## src/rtl/fetch_unit.sv

```systemverilog
// fetch_unit: instruction fetch front end owning the PC, the imem request channel and the held instruction.
// Define FETCH_UNIT_PERF_EN to add the perf_retired / perf_stall counters.
module fetch_unit #(
  parameter logic [31:0] RESET_PC = 32'h0000_0000
) (
  input  logic        clk,
  input  logic        reset_n,
  output logic        imem_req_valid,
  output logic [31:0] imem_req_addr,
  input  logic        imem_req_ready,
  input  logic        imem_resp_valid,
  input  logic [31:0] imem_resp_data,
  output logic        instr_valid,
  output logic [31:0] instr,
  output logic [31:0] instr_addr,
  input  logic        retire,
  input  logic [31:0] next_pc,
  output logic        fetch_fault
`ifdef FETCH_UNIT_PERF_EN
  ,
  output logic [31:0] perf_retired,
  output logic [31:0] perf_stall
`endif
);

  // state | meaning
  // IDLE  | first cycle after reset, no request yet
  // REQ   | request presented, held stable until accepted
  // WAIT  | request accepted, waiting for the response word
  // HOLD  | instruction held for decode until retire
  // FAULT | misaligned PC loaded, frozen until reset
  typedef enum logic [2:0] {
    IDLE  = 3'd0,
    REQ   = 3'd1,
    WAIT  = 3'd2,
    HOLD  = 3'd3,
    FAULT = 3'd4
  } state_t;

  state_t      state, state_nxt;
  logic [31:0] pc;
  logic        capture;
  logic        take_retire;

  always_ff @(posedge clk or negedge reset_n) begin
    if (!reset_n) state <= IDLE;
    else          state <= state_nxt;
  end

  always_comb begin
    state_nxt   = state;
    capture     = 1'b0;
    take_retire = 1'b0;
    case (state)
      IDLE: state_nxt = REQ;
      REQ:  if (imem_req_ready) state_nxt = WAIT;
      WAIT: begin
        if (imem_resp_valid) begin
          capture   = 1'b1;
          state_nxt = HOLD;
        end
      end
      HOLD: begin
        if (retire) begin
          take_retire = 1'b1;
          state_nxt   = (next_pc[1:0] != 2'b00) ? FAULT : REQ;
        end
      end
      FAULT:   state_nxt = FAULT;
      default: state_nxt = IDLE;
    endcase
  end

  // On a fault the misaligned target is still loaded so it shows on imem_req_addr.
  always_ff @(posedge clk or negedge reset_n) begin
    if (!reset_n) begin
      pc         <= RESET_PC;
      instr      <= 32'h0;
      instr_addr <= RESET_PC;
    end else begin
      if (take_retire) pc <= next_pc;
      if (capture) begin
        instr      <= imem_resp_data;
        instr_addr <= pc;
      end
    end
  end

  assign imem_req_valid = (state == REQ);
  assign imem_req_addr  = pc;
  assign instr_valid    = (state == HOLD);
  assign fetch_fault    = (state == FAULT);

`ifdef FETCH_UNIT_PERF_EN
  always_ff @(posedge clk or negedge reset_n) begin
    if (!reset_n) begin
      perf_retired <= 32'h0;
      perf_stall   <= 32'h0;
    end else begin
      if (take_retire) perf_retired <= perf_retired + 32'd1;
      if ((state == REQ && !imem_req_ready) || state == WAIT)
        perf_stall <= perf_stall + 32'd1;
    end
  end
`endif

endmodule

```

## config.mk

```make
export PLATFORM = sky130hd
export DESIGN_NAME = fetch_unit
export DESIGN_NICKNAME = d
export VERILOG_FILES = /design/src/rtl/fetch_unit.sv
export SDC_FILE = /design/constraint.sdc
export NUM_CORES = 1
export LEC_CHECK = 0
export BUFFER_PORTS_ARGS = -buffer_cell sky130_fd_sc_hd__clkbuf_2
export CORE_UTILIZATION = 30
export CTS_CLUSTER_SIZE = 28
export DETAILED_ROUTE_END_ITERATION = 10
export GPL_ROUTABILITY_DRIVEN = 0
export PLACE_DENSITY = 0.58
export SYNTH_ARGS = -nofsm -noshare
export SYNTH_HDL_FRONTEND = slang
export SYNTH_SLANG_ARGS = --single-unit
export TNS_END_PERCENT = 1
```

## constraint.sdc

```tcl
create_clock -name clk -period 3.07 [get_ports clk]
set_input_delay 0.307 -clock clk [delete_from_list [all_inputs] [get_ports clk]]
set_output_delay 0.307 -clock clk [all_outputs]
set_load 0.01 [all_outputs]
```

==> results of run 1 <==
cells in the mapped netlist, types with 2 or more instances:
cell      n
dfrtp_1  99
mux2_4   60
mux2_2   36
buf_12    6
buf_2     3
nor3b_1   3
buf_6     2
nor2_1    2
report_power, final:
group	internal, mW	switching [mW]	total [mW]
Sequential	1.97	0.446	2.41
Clock	0.750	0.453	1.20
Combinational	1.36	0.937	2.29
Total	4.08	1.84	5.91
how the worst min path moves through the flow:
stage	start	end	slack [ns]	cells past startpoint
floorplan	reset_n	imem_req_addr[0]	0.01	0
global placement	reset_n	instr[10]	0.40	1
detailed placement	reset_n	instr[9]	0.41	1
CTS	reset_n	instr[9]	0.03	1
global route	reset_n	instr[9]	0.07	1
finish	reset_n	instr[9]	0.01	1
flip-flops by register name, indices dropped and copies added, names as in the netlist:
signal	count
instr_addr	32
state	3
imem_req_addr	32
instr	32
kinds of logic after synthesis:
kind of cell    Yosys count  synth area share
flops                    99            0.6089
mux                      96            0.3210
buf+inv                  12           0.04243
simple gates             10           0.01876
compound gates            4          0.008919
layout make-up:
class                   count  share of cell area
multi-input cells         110              0.2673
repair buffers            170              0.1664
clock buffers              12             0.04819
well taps                 176             0.04137
flip-flops and latches     99              0.4654
clock inverters             2             0.01128
layer usage:
metal	vias up	share of wire
met5	-	0
met4	0	0.019
met3	12	0.057
met2	92	0.47
met1	1214	0.45
li1	1115	-
placed cells by master, fill, tap and decap left out:
| cell type | instances |
|---|---|
| a21boi_0 | 1 |
| and3b_1 | 1 |
| and4bb_4 | 1 |
| buf_12 | 2 |
| buf_4 | 2 |
| bufinv_16 | 2 |
| clkbuf_1 | 1 |
| clkbuf_16 | 9 |
| clkbuf_2 | 166 |
| clkbuf_8 | 2 |
| dfrtp_1 | 99 |
| mux2_2 | 36 |
| mux2_4 | 60 |
| nand2_1 | 1 |
| nand4b_2 | 1 |
| nor2_1 | 2 |
| nor3b_1 | 3 |
| nor4_1 | 1 |
| o2111a_1 | 1 |
| o21ba_2 | 1 |
| o21bai_1 | 1 |
stage by stage:
step	instance area, sq um	hold slack, ns
after floorplan	4069	0.01141
after global placement	5006	0.4031
after detailed placement	5006	0.4076
after CTS	5323	0.02954
after global routing	5323	0.07052
final	5323	0.01370
==> results.toml, run 1 <==
[floorplanning]
core_region_area_sq_mm = 0.01324
io_pins = 168
core.rowCount = 42
initial_core_util = 0.3073
fp.dieH_um = 118.5
dieArea_sq_mm = 0.01403
die_w_um = 118.5

[synth]
ys_async_sr_fraction = 1.000
ys.warnings.count = 0
synth_fp_nets = 290
syn_inst = 221
yosysTopAreaCell = "dfrtp_1"
ys_types = 18
synth_area_per_cell_sq_um = 18.41
synthesis.area_sq_mm = 0.004069
synth-edff-count = 0
synth_flop_cell = "dfrtp_1"
yosysSeqAreaShare = 0.6089
synthTopCellsByArea = "dfrtp_1 61%, mux2_4 22%, mux2_2 10%"
ys_seq_elements = 99
synth_top_area_frac = 0.6089

[critical_path]
crit_path_start = "state[2]"
crit_type = "reg2reg"
reg2reg_from = "state[2]"
worstPathMaxFanout = 19
crit_required_ns = 3.29
cp.arrival_ns = 2.08
startpoint_type = "flip-flop"
r2r_setup_slack_ns = 1.21
worstPathCellList = "nand4b_2 -> buf_4 -> mux2_2"
worstReg2RegEnd = "imem_req_addr[7]"
crit_path_end = "imem_req_addr[7]"
critical-path-top-delay-family = "simple AND/OR/NAND/NOR gates"
end_kind = "flip-flop"
cp.depth = 3
reg2reg_depth = 3
cp_slowest_cell = "nand4b_2"
crit_path_max_incr_delay_ns = 0.57
path_buf_inv = 1

[worst_hold_path]
min_path_type = "in2async"

[timing]
setup_slack_ns = 1.206
max_freq_mhz = 536.3
worst_pin_slew_ns = 0.7058
slew_headroom = 0.5295
slew_violations = 0
rsz0062_at_grt = "false"
fin_skew_ns = 0.004720
fin_crit_sh = 0.6073
tns_ns = 0
hold_viol_final = 0
post-route-min-period_ns = 1.864
setup_viol = 0

[clocking]
cts_hold_buffers = 0
cts_buffers = 9
cts.path.max_buffers = 2
postCtsSetupBuffers = 0
clk_pin_slew_ns = 0.07
clock_latency_ns = 0.34
numClockSinks = 99
ctsResizeCount = 0
cts_root_buf = "clkbuf_16"
h-tree-depth = 3
cts_tree = "yes"

[run]
drv_cap = 0

[placed_design]
pre_cts_ws_ns = 1.151
port_buffers = 167
hpwl_um = 5737
dp.cells = 555

[grt]
met1_usage = 0.1652
antenna_found_initial = 0
grt_overflow = 0
grt_pass1_wl_um = 13540
gr-usage-met2 = 0.1967
grt_usage = 0.1266
grtUsageMet3 = 0.03089
top_usage_layer = "met2"
grt_pass1_vias = 2576
grt_max_degree = 65

[routing]
vias_per_cell = 4.276
drt_wl_total_um = 8289
postRouteAntennaNets = 0
via_count = 2433
wl_per_cell_um = 14.57
first_pass_iters = 4
route.detailed.drc = 0
drtIter0Drc = 31

[pwr]
peakVddDrop_mv = 0.4040
power_density_mw_per_mm2 = 1110
p_leak_nw = 2.680
power_mw = 5.911

[cells_and_area]
multi_input_area_sq_mm = 0.001423
seq_area_sq_mm = 0.002477
antennaDiodeCount = 0
nets = 459
syn_to_final_growth_pct = 30.81
fin_util = 0.4019
fillers = 1276
fin_cells = 569
drive_gt1_frac = 0.7176

[run_status]
outcome = "completed"
Power figures use the tool's default switching activity.
==> run 2, diff against run 1 <==
--- a/config.mk
+++ b/config.mk
@@ -10,7 +10,7 @@
 export CTS_CLUSTER_SIZE = 28
 export DETAILED_ROUTE_END_ITERATION = 10
 export GPL_ROUTABILITY_DRIVEN = 0
-export PLACE_DENSITY = 0.58
+export PLACE_DENSITY = 0.6
 export SYNTH_ARGS = -nofsm -noshare
 export SYNTH_HDL_FRONTEND = slang
 export SYNTH_SLANG_ARGS = --single-unit
==> constraint.sdc (replaced) <==
create_clock -name clk -period 1.6 [get_ports clk]
set_input_delay 0.16 -clock clk [delete_from_list [all_inputs] [get_ports clk]]
set_output_delay 0.16 -clock clk [all_outputs]
set_load 0.01 [all_outputs]
==> results.toml, run 2 (synthesized netlist as in run 1, its figures left out) <==
[clocking]
numClockSinks = 99
cts_root_buf = "clkbuf_16"
cts_buffers = 9
clk_pin_slew_ns = 0.07
cts.path.max_buffers = 2
h-tree-depth = 3
clock_latency_ns = 0.34
postCtsSetupBuffers = 0
cts_tree = "yes"

[routing]
wl_met2_um = 3786
vias_per_cell = 4.220
top_layer = "met4"
m1WireLength_um = 3624
drt_wl_total_um = 8158
met3_length_um = 643
route.detailed.drc = 0
via_count = 2435
postRouteAntennaNets = 0
wl_per_cell_um = 14.14
first_pass_iters = 3
drtIter0Drc = 50

[cells_and_area]
drive_gt1_frac = 0.7257
nets = 465
syn_to_final_growth_pct = 33.00
final_common_cell = "clkbuf_2"
antennaDiodeCount = 0
final_cell_mix = "166 x clkbuf_2, 99 x dfrtp_1, 60 x mux2_4"
fillers = 1253
design_area_sq_mm = 0.005411

[worst_hold_path]
min_path_type = "in2reg"

[timing]
rsz0062_at_grt = "false"
tns_ns = 0
max_freq_mhz = 674.9
worst_pin_slew_ns = 0.4713
fin_crit_sh = 0.9260
hold_viol_final = 0
post-route-min-period_ns = 1.482
slew_headroom = 0.6858
slew_violations = 0
fin_skew_ns = 0.008416
setup_viol = 0

[critical_path]
cp.arrival_ns = 1.71
startpoint_type = "flip-flop"
crit_type = "reg2reg"
worstPathMaxFanout = 34
end_kind = "flip-flop"
crit_required_ns = 1.83

[floorplanning]
dieArea_sq_mm = 0.01403
die_w_um = 118.5
core_region_area_sq_mm = 0.01324
io_pins = 168
initial_core_util = 0.3073
fp.dieH_um = 118.5
core.rowCount = 42

[placed_design]
dpl-instance-area_sq_mm = 0.005069
hpwl_um = 5858
port_buffers = 167

[grt]
antenna_found_initial = 0
grt_pass1_vias = 2529
grt_usage = 0.1247
grt_overflow = 0
grt_max_degree = 52
grt_pass1_wl_um = 13380

[run_status]
outcome = "completed"

[pwr]
peakVddDrop_mv = 0.7089
power_density_mw_per_mm2 = 2117
p_leak_nw = 2.720

[run]
drv_cap = 0
[run 2: cell type report]
class,count,area (sq um),share of cell area
Clock buffer,10,239.0,0.04416
Clock inverter,6,88.84,0.01642
Multi-Input combinational cell,110,1428,0.2638
Sequential cell,99,2477,0.4578
Tap cell,176,220.2,0.04069
Timing Repair Buffer,176,958.4,0.1771
[run 2: final timing paths]
kind | start | depth (start not counted) | end | slack (ns)
max | state[2] | 3 | instr_addr[16] | 0.12
min | next_pc[6] | 2 | imem_req_addr[6] | 0.04
max reg2reg | state[2] | 3 | instr_addr[16] | 0.12
min reg2reg | instr[20] | 1 | instr[20] | 0.51
max in group asynchronous | reset_n | 3 | imem_req_addr[17] | 0.64
min in group asynchronous | reset_n | 2 | instr[12] | 0.32
[run 2: what timing repair did]
action                     4_1_cts  5_1_grt
hold endpoints to repair        35        0
gates resized for setup          0        1
setup endpoints to repair        0        1
hold buffers                     1        0
[run 2: per-stage QoR]
stage	setup WS (ns)	total power, mW	cells	hold WS (ns)	util
after floorplan	0.1181	7.468	221	-0.1356	-
after global placement	0.1373	9.110	560	0.1453	0.3827
after detailed placement	0.1157	9.240	560	0.1508	0.3827
after CTS	0.01777	11.64	577	0.02519	0.4083
after global routing	0.05518	12.22	577	0.02049	0.4086
final	0.1184	11.46	577	0.04171	0.4086
[run 2: power by group]
part / total [mW] / switching, mW / internal [mW]
clock network: 2.31 / 0.904 / 1.41
registers: 4.59 / 0.813 / 3.78
logic: 4.55 / 1.87 / 2.68
[run 2: critical path, cell delays in order (launching register included)]
cell	delay, ns
dfrtp_1	0.37
and4bb_4	0.37
buf_12	0.25
mux2_4	0.33
[run 2: per-layer routing]
metal | track usage | vias to the layer above
met5 | 0 | -
met4 | 0.04193 | 0
met3 | 0.05068 | 9
met2 | 0.1882 | 100
met1 | 0.1619 | 1197
li1 | - | 1129
